File: src/rtl/alu_seq_pkg.sv
// Shared opcode/state encodings for the sequential ALU.
package alu_seq_pkg;

    localparam int OP_W = 4;

    typedef enum logic [OP_W-1:0] {
        OP_ADD  = 4'd0,
        OP_SUB  = 4'd1,
        OP_AND  = 4'd2,
        OP_OR   = 4'd3,
        OP_XOR  = 4'd4,
        OP_SHL1 = 4'd5,
        OP_SHR1 = 4'd6,
        OP_CMP  = 4'd7,
        OP_SHLN = 4'd8,
        OP_SHRN = 4'd9,
        OP_MUL  = 4'd10
    } alu_op_e;

    typedef enum logic [1:0] {
        IDLE = 2'd0,
        RUN  = 2'd1,
        HOLD = 2'd2
    } state_e;

endpackage

File: src/rtl/alu_seq_core.sv
// Single-cycle ALU operations (opcodes 0-7); any other opcode yields zero result and carry.
module alu_seq_core
    import alu_seq_pkg::*;
#(
    parameter int WIDTH = 8
) (
    input  logic [WIDTH-1:0] a_i,
    input  logic [WIDTH-1:0] b_i,
    input  alu_op_e          op_i,
    output logic [WIDTH-1:0] res_o,
    output logic             carry_o
);

    always_comb begin
        res_o   = '0;
        carry_o = 1'b0;
        case (op_i)
            // Borrow falls out of the extended subtraction's top bit.
            OP_ADD:  {carry_o, res_o} = {1'b0, a_i} + {1'b0, b_i};
            OP_SUB:  {carry_o, res_o} = {1'b0, a_i} - {1'b0, b_i};
            OP_AND:  res_o = a_i & b_i;
            OP_OR:   res_o = a_i | b_i;
            OP_XOR:  res_o = a_i ^ b_i;
            OP_SHL1: begin
                res_o   = a_i << 1;
                carry_o = a_i[WIDTH-1];
            end
            OP_SHR1: begin
                res_o   = a_i >> 1;
                carry_o = a_i[0];
            end
            OP_CMP:  res_o[0] = (a_i == b_i);
            default: ;
        endcase
    end

endmodule

File: src/rtl/alu_seq.sv
// Handshaked ALU with registered flags and bit-serial variable shifts.
// Define ALU_SEQ_MUL_EN to add a shift-add multiplier on opcode 10.
module alu_seq
    import alu_seq_pkg::*;
#(
    parameter int WIDTH   = 8,
    parameter int SHAMT_W = $clog2(WIDTH) + 1
) (
    input  logic             clk,
    input  logic             reset,
    input  logic             in_valid,
    output logic             in_ready,
    input  logic [OP_W-1:0]  alu_op,
    input  logic [WIDTH-1:0] r0,
    input  logic [WIDTH-1:0] r1,
    output logic             out_valid,
    input  logic             out_ready,
    output logic [WIDTH-1:0] result,
    output logic             zero,
    output logic             carry
);

    localparam logic [WIDTH-1:0]   WIDTH_V = WIDTH'(WIDTH);
    localparam logic [SHAMT_W-1:0] CNT_MAX = SHAMT_W'(WIDTH);
    localparam logic [SHAMT_W-1:0] CNT_ONE = SHAMT_W'(1);

    state_e             state_q, state_d;
    alu_op_e            op_q, op_d;
    logic [WIDTH-1:0]   acc_q, acc_d;
    logic [SHAMT_W-1:0] cnt_q, cnt_d;
    logic [WIDTH-1:0]   result_q, result_d;
    logic               zero_q, zero_d;
    logic               carry_q, carry_d;

    alu_op_e            op_in;
    logic               is_shn;
    logic [WIDTH-1:0]   core_res;
    logic               core_carry;
    logic [WIDTH-1:0]   single_res;
    logic [WIDTH-1:0]   fin_res;
    logic               fin_carry;

`ifdef ALU_SEQ_MUL_EN
    logic [2*WIDTH-1:0] prod_q, prod_d;
    logic [WIDTH:0]     psum;
`endif

    assign op_in      = alu_op_e'(alu_op);
    assign is_shn     = (op_in == OP_SHLN) || (op_in == OP_SHRN);
    assign single_res = is_shn ? r0 : core_res;

    alu_seq_core #(.WIDTH(WIDTH)) u_core (
        .a_i     (r0),
        .b_i     (r1),
        .op_i    (op_in),
        .res_o   (core_res),
        .carry_o (core_carry)
    );

    always_comb begin
        state_d   = state_q;
        op_d      = op_q;
        acc_d     = acc_q;
        cnt_d     = cnt_q;
        result_d  = result_q;
        zero_d    = zero_q;
        carry_d   = carry_q;
        fin_res   = '0;
        fin_carry = 1'b0;
`ifdef ALU_SEQ_MUL_EN
        prod_d    = prod_q;
        psum      = '0;
`endif
        unique case (state_q)
            IDLE: begin
                if (in_valid) begin
                    op_d = op_in;
                    if (is_shn && (r1 != '0)) begin
                        acc_d   = r0;
                        cnt_d   = (r1 >= WIDTH_V) ? CNT_MAX : SHAMT_W'(r1);
                        state_d = RUN;
`ifdef ALU_SEQ_MUL_EN
                    end else if (op_in == OP_MUL) begin
                        acc_d               = r0;
                        prod_d              = '0;
                        prod_d[WIDTH-1:0]   = r1;
                        cnt_d               = CNT_MAX;
                        state_d             = RUN;
`endif
                    end else begin
                        // Zero-count shifts pass r0 through; core reports no carry for them.
                        result_d = single_res;
                        carry_d  = core_carry;
                        zero_d   = (single_res == '0);
                        state_d  = HOLD;
                    end
                end
            end
            RUN: begin
                cnt_d = cnt_q - CNT_ONE;
                case (op_q)
                    OP_SHLN: begin
                        acc_d     = acc_q << 1;
                        fin_res   = acc_q << 1;
                        fin_carry = acc_q[WIDTH-1];
                    end
                    OP_SHRN: begin
                        acc_d     = acc_q >> 1;
                        fin_res   = acc_q >> 1;
                        fin_carry = acc_q[0];
                    end
`ifdef ALU_SEQ_MUL_EN
                    // Right-shifting product: upper half accumulates, multiplier drains from the low half.
                    OP_MUL: begin
                        psum      = {1'b0, prod_q[2*WIDTH-1:WIDTH]} + (prod_q[0] ? {1'b0, acc_q} : '0);
                        prod_d    = {psum, prod_q[WIDTH-1:1]};
                        fin_res   = prod_d[WIDTH-1:0];
                        fin_carry = |prod_d[2*WIDTH-1:WIDTH];
                    end
`endif
                    default: state_d = IDLE;
                endcase
                if (cnt_q == CNT_ONE) begin
                    state_d  = HOLD;
                    result_d = fin_res;
                    carry_d  = fin_carry;
                    zero_d   = (fin_res == '0);
                end
            end
            HOLD: begin
                if (out_ready) begin
                    state_d = IDLE;
                end
            end
            default: state_d = IDLE;
        endcase
    end

    always_ff @(posedge clk or posedge reset) begin
        if (reset) begin
            state_q  <= IDLE;
            op_q     <= OP_ADD;
            acc_q    <= '0;
            cnt_q    <= '0;
            result_q <= '0;
            zero_q   <= 1'b0;
            carry_q  <= 1'b0;
        end else begin
            state_q  <= state_d;
            op_q     <= op_d;
            acc_q    <= acc_d;
            cnt_q    <= cnt_d;
            result_q <= result_d;
            zero_q   <= zero_d;
            carry_q  <= carry_d;
        end
    end

`ifdef ALU_SEQ_MUL_EN
    always_ff @(posedge clk or posedge reset) begin
        if (reset) begin
            prod_q <= '0;
        end else begin
            prod_q <= prod_d;
        end
    end
`endif

    assign in_ready  = (state_q == IDLE);
    assign out_valid = (state_q == HOLD);
    assign result    = result_q;
    assign zero      = zero_q;
    assign carry     = carry_q;

endmodule

File: config.mk
export PLATFORM = sky130hd
export DESIGN_NAME = alu_seq
export DESIGN_NICKNAME = d
export VERILOG_FILES = /design/src/rtl/alu_seq_pkg.sv /design/src/rtl/alu_seq_core.sv /design/src/rtl/alu_seq.sv
export SDC_FILE = /design/constraint.sdc
export NUM_CORES = 1
export LEC_CHECK = 0
export ABC_AREA = 1
export CORE_MARGIN = 1
export CORE_UTILIZATION = 25
export CTS_CLUSTER_DIAMETER = 60
export DETAILED_ROUTE_END_ITERATION = 10
export GPL_TIMING_DRIVEN = 1
export SETUP_SLACK_MARGIN = 0.15
export SYNTH_ARGS = -nofsm -noshare
export SYNTH_HDL_FRONTEND = slang
export SYNTH_SLANG_ARGS = --single-unit
File: constraint.sdc
create_clock -name clk -period 3.24 [get_ports clk]
set_clock_uncertainty 0.15 [all_clocks]
set_input_delay 0.324 -clock clk [delete_from_list [all_inputs] [get_ports clk]]
set_output_delay 0.324 -clock clk [all_outputs]
set_load 0.02 [all_outputs]
==> metrics <==
Initial Util 0.260; dpl cell area 3560 µm²; Max Cap Viol 0; Total GRT Usage 0.157; post-synth cell types 35; PortBufs 35; Wirelength per Cell 14.4 µm; clk buf depth 2; Worst-Margin Slew 594 ps; Design Power 0.00162 W; Most used DFF post-synth dfrtp_1; top post-synthesis cells by area dfrtp_1 23%, nand2_1 14%, ha_1 11%; die area 12500 µm²; syn_area_per_cell 6.32 µm²; global-route wire length before repair 15600 µm; Layout Cell Area excl Fill 3650 µm²; status finished with violations; hold bufs inserted after CTS 0; RSZ-0062 raised after global routing no; Area growth, synth to finish 20.8%; #FFs+latches synth 28; Post-Syn Area 3020 µm²; DR pass1 iterations 8; min-delay worst type in2async; via count 3245; flop2flop setup slack 1190 ps; top cells by count, synth 112 x nand2_1, 70 x inv_1, 58 x nand3_1; worst vdd ir 0.185 mV; Fin. Hold Viols 0; layout cells sized above 1 0.0677; WP data required 3290 ps; DRC Markers 3; CTS H-tree lvls 1; ant diodes 0; Num CTS Buffers 3; most frequent cell after synthesis nand2_1; max-slew violation count 0; Leak Pwr 1.82 nW; slew margin rel. 0.601; Crit Path Category in2reg; initial antenna violation count 0; worst reg2reg path endpoint result[7]; synth warn 0; initial drt markers 257; row cnt 39; CTS tree yes; crit share post-route 0.806; Sum Neg Setup Slack 0 ps; # setup viols final 0; dpl hpwl 7710 µm; Yosys top cell by area dfrtp_1; Worst Reg-to-Reg Cells 10; final setup margin 629 ps; post-route ant nets 0; via count of the first global-routing pass 3009; post-place setup slack 343 ps; Worst R2R Start state_q[1]; routed wire length 9510 µm; Synth Net Count 530; core box area 11600 µm²; share of the synthesized area in the top cell type 0.232; Clock Pin Slew Worst Setup and Hold Paths 70 ps; Post CTS Setup Buffer Count 0; Syn Inst Count 478; Clk Latency, worst-skew pair 270 ps; fin crit period 2610 ps; GPL Wtd Cong 0.970; post_cts resized 0; fmax 383 MHz; NumNets Final 570; CP arrival 2660 ps; endpoint class of the critical path register; crit path launch type primary input; vias per cell 4.92; sequential area share after synthesis 0.232; Post-synth ARST share 1.00; largest net degree at the start of global routing 29; IO Pins 36; number of flops mapped to enable cells by yosys 0; Critical Path Fanout Max 4; failing checks design-rule violations; Min Hold Slack 283 ps; power per cell area 443 nW/µm²; Die X 112 µm; Root Buffer clkbuf_16; clk sinks 28; Die Ht 112 µm; grt total ovfl 0
-- layout make-up --
cell class	instances	area (µm²)
repair buffers	46	433
multi-input cells	365	1970
clock buffers	4	88.8
well taps	143	179
fillers	1282	7960
flip-flops and latches	28	701
inverters	74	278
-- through the flow --
| step | cells | utilization |
|---|---|---|
| floorplan | 478 | - |
| global placement | 656 | 0.307 |
| detailed placement | 656 | 0.307 |
| CTS | 660 | 0.314 |
| global route | 660 | 0.314 |
| finish | 660 | 0.314 |
-- worst max-delay path by stage --
stage	end	start	cells past startpoint
final	zero	r0[0]	15
after global routing	zero	r0[0]	15
after CTS	zero	r0[0]	15
after detailed placement	zero	r0[0]	15
after global placement	zero	r0[0]	15
after floorplan	zero	r0[0]	14
-- kinds of logic after synthesis --
| group | after synthesis | share of synthesized area |
|---|---|---|
| AO/OA/AOI/OAI | 81 | 0.159 |
| buffers and inverters | 85 | 0.116 |
| adder cells (fa/ha/maj) | 28 | 0.121 |
| XOR/XNOR | 2 | 0.00580 |
| AND/OR/NAND/NOR | 254 | 0.367 |
| flip-flops | 28 | 0.232 |
-- cell usage in the layout, fill, tap and decap left out, drive strengths merged, types with 2 or more instances in the layout --
master / count
nand4: 8
nand2: 118
o211ai: 9
inv: 74
o22ai: 6
o21ai: 36
dfrtp: 28
buf: 11
xnor2: 2
a21oi: 22
nand3b: 3
clkdlybuf4s50: 35
nand3: 59
nor2: 59
ha: 26
o21a: 2
fa: 2
nor3: 6
clkbuf: 4
-- metal layers --
| metal | global-route usage | vias to the layer above | routed length [µm] |
|---|---|---|---|
| li1 | - | 1636 | - |
| met1 | 0.202 | 1467 | 4190 |
| met2 | 0.273 | 120 | 4530 |
| met3 | 0.0147 | 22 | 501 |
| met4 | 0.0551 | 0 | 285 |
| met5 | 0 | - | 0 |
-- power by group --
part           switching, W  internal [W]  total, W
sequential        0.0000817      0.000479  0.000561
combinational      0.000452      0.000291  0.000743
clock              0.000123      0.000190  0.000313
total              0.000656      0.000961   0.00162
-- state kept, by name, summed over array words and instances, names as in the netlist --
| signal | flops |
|---|---|
| op_q | 4 |
| result | 8 |
| cnt_q | 4 |
| acc_q | 8 |
| carry | 1 |
| zero | 1 |
| state_q | 2 |
-- worst max-delay path: stages --
cell and delay (ps):
clkdlybuf4s50_1 540, inv_1 130, ha_1 240, fa_1 430
inv_1 100, nor2_1 50, o21ai_2 140, nand2_1 50
nor2_1 80, nand2_1 60, nor2_1 120, nand3_1 90
nor2_1 100, nand3_1 70, a21oi_1 120
Power figures use the tool's default switching activity.
